### src/rtl/cmlb_helpers_if.sv
// Bundle of the helper-library signals: incrementer operands, an LRU way set,
// and the CSR write bus feeding the register watcher.
interface cmlb_helpers_if #(
  parameter int AW = 6,
  parameter int LW = 3
);
  localparam int WAYS = 1 << LW;

  logic [AW-1:0]      add_a;
  logic               add_cin;
  logic [AW-1:0]      add_sum;
  logic               add_cout;

  logic [WAYS*LW-1:0] lru_cur;
  logic [WAYS*LW-1:0] lru_next;
  logic [LW-1:0]      hit_lru;
  logic               lru_init;
  logic               lru_en;

  logic [15:0]        msrss_addr;
  logic [64:0]        msrss_data;
  logic               msrss_en;
  logic [127:0]       watch_out;

  modport master (
    output add_a, add_cin, lru_cur, hit_lru, lru_init, lru_en,
           msrss_addr, msrss_data, msrss_en,
    input  add_sum, add_cout, lru_next, watch_out
  );

  modport slave (
    input  add_a, add_cin, lru_cur, hit_lru, lru_init, lru_en,
           msrss_addr, msrss_data, msrss_en,
    output add_sum, add_cout, lru_next, watch_out
  );
endinterface

### src/rtl/cmlb_helpers.sv
// Helper library: incrementer, single-way LRU age update, CSR shadow watcher.
// cmlb_helpers wraps one incrementer, a full LRU way set and one watcher.
module adder_inc #(
  parameter int WIDTH = 6
) (
  input  logic [WIDTH-1:0] a,
  output logic [WIDTH-1:0] out,
  input  logic             cin,
  output logic             cout
);
  assign {cout, out} = {1'b0, a} + (WIDTH+1)'(cin);
endmodule

module lru_single #(
  parameter int WIDTH = 3,
  parameter int ID    = 0
) (
  input  logic [WIDTH-1:0] lru,
  output logic [WIDTH-1:0] new_lru,
  input  logic [WIDTH-1:0] hit_lru,
  input  logic             init,
  input  logic             en
);
  localparam logic [WIDTH-1:0] INIT_VAL = WIDTH'(ID);

  // Hit way becomes all-ones (MRU); ways younger than it age by one, so a
  // permutation across the set stays a permutation.
  always_comb begin
    new_lru = lru;
    if (init) begin
      new_lru = INIT_VAL;
    end else if (en) begin
      if (lru == hit_lru) begin
        new_lru = '1;
      end else if (lru > hit_lru) begin
        new_lru = lru - WIDTH'(1);
      end
    end
  end
endmodule

module msrss_watch #(
  parameter logic [15:0] ADDR = 16'h0
) (
  input  logic         clk,
  input  logic         rst,
  input  logic [15:0]  msrss_addr,
  input  logic [64:0]  msrss_data,
  input  logic         msrss_en,
  output logic [127:0] out
);
  logic addr_hit;
  logic unused_ok;

  // Bit 15 of the address picks the thread, so it is excluded from the match.
  assign addr_hit  = msrss_en && (msrss_addr[14:0] == ADDR[14:0]);
  assign unused_ok = msrss_data[64];

  generate
    for (genvar gi = 0; gi < 2; gi++) begin : g_thread
      logic [63:0] data_reg;

      always_ff @(posedge clk) begin
        if (rst) begin
          data_reg <= '0;
        end else if (addr_hit && (int'(msrss_addr[15]) == gi)) begin
          data_reg <= msrss_data[63:0];
        end
      end

      assign out[gi*64 +: 64] = data_reg;
    end
  endgenerate
endmodule

module cmlb_helpers #(
  parameter int          AW         = 6,
  parameter int          LW         = 3,
  parameter logic [15:0] WATCH_ADDR = 16'h0
) (
  input  logic          clk,
  input  logic          rst,
  cmlb_helpers_if.slave bus
);
  localparam int WAYS = 1 << LW;

  adder_inc #(.WIDTH(AW)) u_adder (
    .a    (bus.add_a),
    .out  (bus.add_sum),
    .cin  (bus.add_cin),
    .cout (bus.add_cout)
  );

  // Way gi initialises to age gi, giving a valid permutation out of init.
  generate
    for (genvar gi = 0; gi < WAYS; gi++) begin : g_way
      lru_single #(.WIDTH(LW), .ID(gi)) u_lru (
        .lru     (bus.lru_cur[gi*LW +: LW]),
        .new_lru (bus.lru_next[gi*LW +: LW]),
        .hit_lru (bus.hit_lru),
        .init    (bus.lru_init),
        .en      (bus.lru_en)
      );
    end
  endgenerate

  msrss_watch #(.ADDR(WATCH_ADDR)) u_watch (
    .clk        (clk),
    .rst        (rst),
    .msrss_addr (bus.msrss_addr),
    .msrss_data (bus.msrss_data),
    .msrss_en   (bus.msrss_en),
    .out        (bus.watch_out)
  );
endmodule

### src/flat_wrapper.sv
// flat-port wrapper written by rule: the top's interface ports become plain ports
module cmlb_helpers_flat 
#(
  parameter int          AW         = 6,
  parameter int          LW         = 3,
  parameter logic [15:0] WATCH_ADDR = 16'h0
)
  (clk, rst, bus_add_a, bus_add_cin, bus_lru_cur, bus_hit_lru, bus_lru_init, bus_lru_en, bus_msrss_addr, bus_msrss_data, bus_msrss_en, bus_add_sum, bus_add_cout, bus_lru_next, bus_watch_out);
  cmlb_helpers_if #(.AW(AW), .LW(LW)) bus_i ();
  input  logic clk;
  input  logic rst;
  input wire logic [$bits(bus_i.add_a)-1:0] bus_add_a;
  input wire logic [$bits(bus_i.add_cin)-1:0] bus_add_cin;
  input wire logic [$bits(bus_i.lru_cur)-1:0] bus_lru_cur;
  input wire logic [$bits(bus_i.hit_lru)-1:0] bus_hit_lru;
  input wire logic [$bits(bus_i.lru_init)-1:0] bus_lru_init;
  input wire logic [$bits(bus_i.lru_en)-1:0] bus_lru_en;
  input wire logic [$bits(bus_i.msrss_addr)-1:0] bus_msrss_addr;
  input wire logic [$bits(bus_i.msrss_data)-1:0] bus_msrss_data;
  input wire logic [$bits(bus_i.msrss_en)-1:0] bus_msrss_en;
  output wire logic [$bits(bus_i.add_sum)-1:0] bus_add_sum;
  output wire logic [$bits(bus_i.add_cout)-1:0] bus_add_cout;
  output wire logic [$bits(bus_i.lru_next)-1:0] bus_lru_next;
  output wire logic [$bits(bus_i.watch_out)-1:0] bus_watch_out;
  assign bus_i.add_a = bus_add_a;
  assign bus_i.add_cin = bus_add_cin;
  assign bus_i.lru_cur = bus_lru_cur;
  assign bus_i.hit_lru = bus_hit_lru;
  assign bus_i.lru_init = bus_lru_init;
  assign bus_i.lru_en = bus_lru_en;
  assign bus_i.msrss_addr = bus_msrss_addr;
  assign bus_i.msrss_data = bus_msrss_data;
  assign bus_i.msrss_en = bus_msrss_en;
  assign bus_add_sum = bus_i.add_sum;
  assign bus_add_cout = bus_i.add_cout;
  assign bus_lru_next = bus_i.lru_next;
  assign bus_watch_out = bus_i.watch_out;
  cmlb_helpers #(.AW(AW), .LW(LW), .WATCH_ADDR(WATCH_ADDR)) u_core (.clk(clk), .rst(rst), .bus(bus_i));
endmodule
### config.mk
export PLATFORM = sky130hd
export DESIGN_NAME = cmlb_helpers_flat
export DESIGN_NICKNAME = d
export VERILOG_FILES = /design/src/rtl/cmlb_helpers_if.sv /design/src/rtl/cmlb_helpers.sv /design/src/flat_wrapper.sv
export SDC_FILE = /design/constraint.sdc
export NUM_CORES = 1
export LEC_CHECK = 0
export CAP_MARGIN = 15
export CORE_UTILIZATION = 40
export DETAILED_ROUTE_END_ITERATION = 10
export PLACE_DENSITY_LB_ADDON = 0.12
export SYNTH_ARGS = -nofsm -noshare
export SYNTH_HDL_FRONTEND = slang
export SYNTH_SLANG_ARGS = --single-unit
export TNS_END_PERCENT = 50
### constraint.sdc
create_clock -name clk -period 3.1 [get_ports clk]
set_input_delay 0.62 -clock clk [delete_from_list [all_inputs] [get_ports clk]]
set_output_delay 0.62 -clock clk [all_outputs]
set_load 0.005 [all_outputs]
==> results by group <==
STA
  – # setup viols final: 1
  – Slew headroom: 0.571
  – Final setup TNS: -4.34 ps
  – Final worst slack: -4.34 ps
  – Final min period: just over 3000 ps
  – Tcrit/Tclk final: 1.00
  – Hold violation count in the final report: 0
  – RSZ-0062 raised after global routing: true
  – Worst-margin pin slew: ~640 ps
  – Max Slew Vio Count: 0
  – Max Clk Rate: around 0.32 GHz
  – Clk_skew: 0 ps

Setup path
  – Kind of critical path: input port to output port
  – CP endpoint kind: output port
  – Crit Reg-Reg Endpoint: u_core.u_watch.g_thread[0].data_reg[39]
  – Largest stage delay on the critical path: between 400 and 500 ps
  – Startpoint types: input port
  – Worst reg2reg startpoint: u_core.u_watch.g_thread[0].data_reg[39]
  – Critical path's slowest cell: clkdlybuf4s50_1
  – FF-to-FF setup slack: ~2400 ps
  – Critical path peak fanout: 3
  – Cells on worst reg2reg path: 3
  – Critical Path RT: around 2500 ps
  – Worst path cell trace: clkdlybuf4s50_1 > ha_1 > o21ai_2 > a21oi_4 > buf_4 > a21o_1 > a21o_1 > clkdlybuf4s50_1
  – Arr. time, crit path: around 2500 ps

Clocking
  – # H-tree levels: 4
  – Clock sink total: around 130
  – Clk slew on worst S/H paths: ~60 ps
  – CTS Buffer Depth: 2
  – CTS buffer count: 17
  – CTS Root Buffer Type: clkbuf_16
  – Clk_lat worst skew: ~400 ps
  – TritonCTS clock tree: built

Yosys
  – Post-Syn Instances: 750
  – Post-synthesis sequential area ratio: 0.375
  – Synth Cell Area: just under 7000 sq um
  – Largest family of logic cells by synthesized area: simple AND/OR/NAND/NOR gates
  – Synth cell count leaders: 134 x nand2b_1, 128 x dfxtp_1, 74 x o21ai_0
  – Post-synthesis adder-cell area fraction: 0.0622
  – Ys flop type: dfxtp_1
  – Synth Area in Simple Gates: 0.246
  – Yosys warns: 0
  – Distinct cell type count after synthesis: 46
  – Post-synth top area share: 0.375
  – Syn_area_per_cell: 9.12 sq um
  – Synth Area in Compound Gates: 0.138
  – Ys async rst share: 0
  – Most area-hungry cell type in the Yosys netlist: dfxtp_1
  – Synth Area in XOR/XNOR: 0.0166
  – Synthesized flop and latch total: between 100 and 150
  – Synth area leaders: dfxtp_1 37%, nand2b_1 12%, mux2i_1 9.5%, nor2b_1 6.4%, ha_1 6.2%
  – Syn nets: between 900 and 1000
  – Mux cell area share after synthesis: 0.0984
  – Count leader, synth: nand2b_1
  – EDFF count, synth: 0

Floorplan
  – Die area: between 15000 and 20000 sq um
  – Core region area: 16600 sq um
  – Initial Util: 0.411
  – I/O Pins: between 200 and 300
  – Die height: about 130 um
  – Row Count: between 40 and 50
  – Die width: between 100 and 150 um

Route
  – Routed WL per cell: ~15 um
  – DRC violations left: 0
  – Drt pass-1 iters: 4
  – Drt via density: slightly below 5
  – Antenna Nets Post-Route: 0
  – Total Routed Length: around 19000 um
  – Detailed Route Iter0 Violations: 231
  – Total number of vias: between 6000 and 7000

Run
  – Max Cap Viol: 0

Global route
  – Total grt overflow: 0
  – First-pass GRT wire length: around 30000 um
  – Initial antenna violation count: 0
  – Vias in the first global route: between 5000 and 6000
  – Gr usage total: 0.214
  – Largest net degree at the start of global routing: a little under 80

Pwr
  – PD cells: just over 400 nW/um^2
  – Peak VDD IR: between 0.3 and 0.4 mV
  – Static leakage: around 4.1 nW

Placement
  – DP Area: a little under 10000 sq um
  – Placer Congestion: a little over 0.8
  – Number of port buffers: approximately 280
  – Place WS: -515 ps
  – DP HPWL: approximately 13000 um

Hold path
  – Worst hold path type: register to register
  – Worst hold stages: 2
  – Hold path start: u_core.u_watch.g_thread[1].data_reg[28]
  – Hold EP: u_core.u_watch.g_thread[1].data_reg[28]

Cells and area
  – Final design area excluding fillers: 10800 sq um
  – Fraction of layout cells with a size suffix above 1: 0.131
  – Area Growth Syn to Fin: 57.7%
  – Fin nets: between 1000 and 1500
  – Diodes inserted: 0
  – Max reg flops: 128

Outcome
  – Status: complete, but fails checks
  – Violated checks: negative setup slack
==> stage by stage <==
stage	hold slack (ps)	util	instances	total power, W
after floorplan	465	-	750	0.00192
after global placement	458	0.598	1246	0.00225
after detailed placement	461	0.598	1246	0.00225
after CTS	474	0.641	1279	0.00443
after global routing	488	0.648	1282	0.00457
final	472	0.648	1282	0.00441
==> layout by cell type (no fill, tap or decap), types with 3 or more instances in the layout <==
master	n
buf_4	53
nor4_4	3
clkbuf_16	17
buf_2	5
nand3_1	12
dlymetal6s2s_1	6
nand2b_4	4
nor3_1	3
bufinv_16	4
inv_6	3
dfxtp_1	128
nand2_1	6
o21ai_2	5
a21oi_2	3
nor2b_1	70
xnor2_1	12
o21ai_1	60
dlygate4sd2_1	10
a21o_1	6
o21ai_0	69
a21oi_1	6
inv_1	21
and3_1	6
clkdlybuf4s50_1	250
nand2b_1	131
a211oi_2	4
nor2_1	7
ha_1	32
a21oi_4	3
nand4_1	6
buf_12	3
o211ai_1	3
mux2i_1	65
==> final cells by class <==
cell class              instances  area, sq um
fillers                      1435         5850
multi-input cells             547         4040
repair buffers                332         3190
flip-flops and latches        128         2560
clock buffers                  18          429
well taps                     220          275
clock inverters                14          204
inverters                      23         88.8
==> logic make-up (layout without fill, tap and decap cells) <==
family	count (synthesis)	in the layout
simple gates	261	261
mux	67	67
flops	128	128
buf+inv	75	387
fa+ha+maj	34	34
xor+xnor	13	13
compound gates	172	172
==> routing by layer <==
| layer | share of wire | GRT usage |
|---|---|---|
| met1 | 0.45 | 0.265 |
| met2 | 0.46 | 0.343 |
| met3 | 0.074 | 0.0759 |
| met4 | 0.021 | 0.0734 |
| met5 | 0 | 0 |
==> worst max-delay path: cells and delay by family <==
kind,cells,cell delay (ps)
adder cells (fa/ha/maj),1,310
buffers and inverters,3,1020
AO/OA/AOI/OAI,4,540
==> power breakdown <==
| group | switching (W) | internal, W | leakage (nW) |
|---|---|---|---|
| clock | 0.000784 | 0.00136 | 0.309 |
| combinational | 0.000263 | 0.000354 | 2.71 |
| sequential | 0.00000000625 | 0.00164 | 1.03 |
| total | 0.00105 | 0.00336 | 4.05 |
==> how the worst max path moves through the flow <==
stage | start | slack, ps | end | cells past startpoint
6_report | bus_lru_cur[14] | -4 | bus_lru_next[14] | 8
5_1_grt | bus_lru_cur[9] | -90 | bus_lru_next[11] | 7
4_1_cts | bus_lru_cur[9] | -4 | bus_lru_next[10] | 9
3_5_place_dp | bus_hit_lru[1] | -510 | bus_lru_next[16] | 8
3_3_place_gp | bus_hit_lru[1] | -490 | bus_lru_next[16] | 8
2_1_floorplan | bus_hit_lru[1] | 490 | bus_lru_next[2] | 6
==> timing repair <==
item	4_1_cts	5_1_grt
gates resized for setup	67	25
endpoints found under the setup margin	24	15
hold buffers	0	0
gates cloned	0	0
buffers inserted	1	3
pin swaps	7	7
Note: power is estimated with default switching activity, not from simulation.
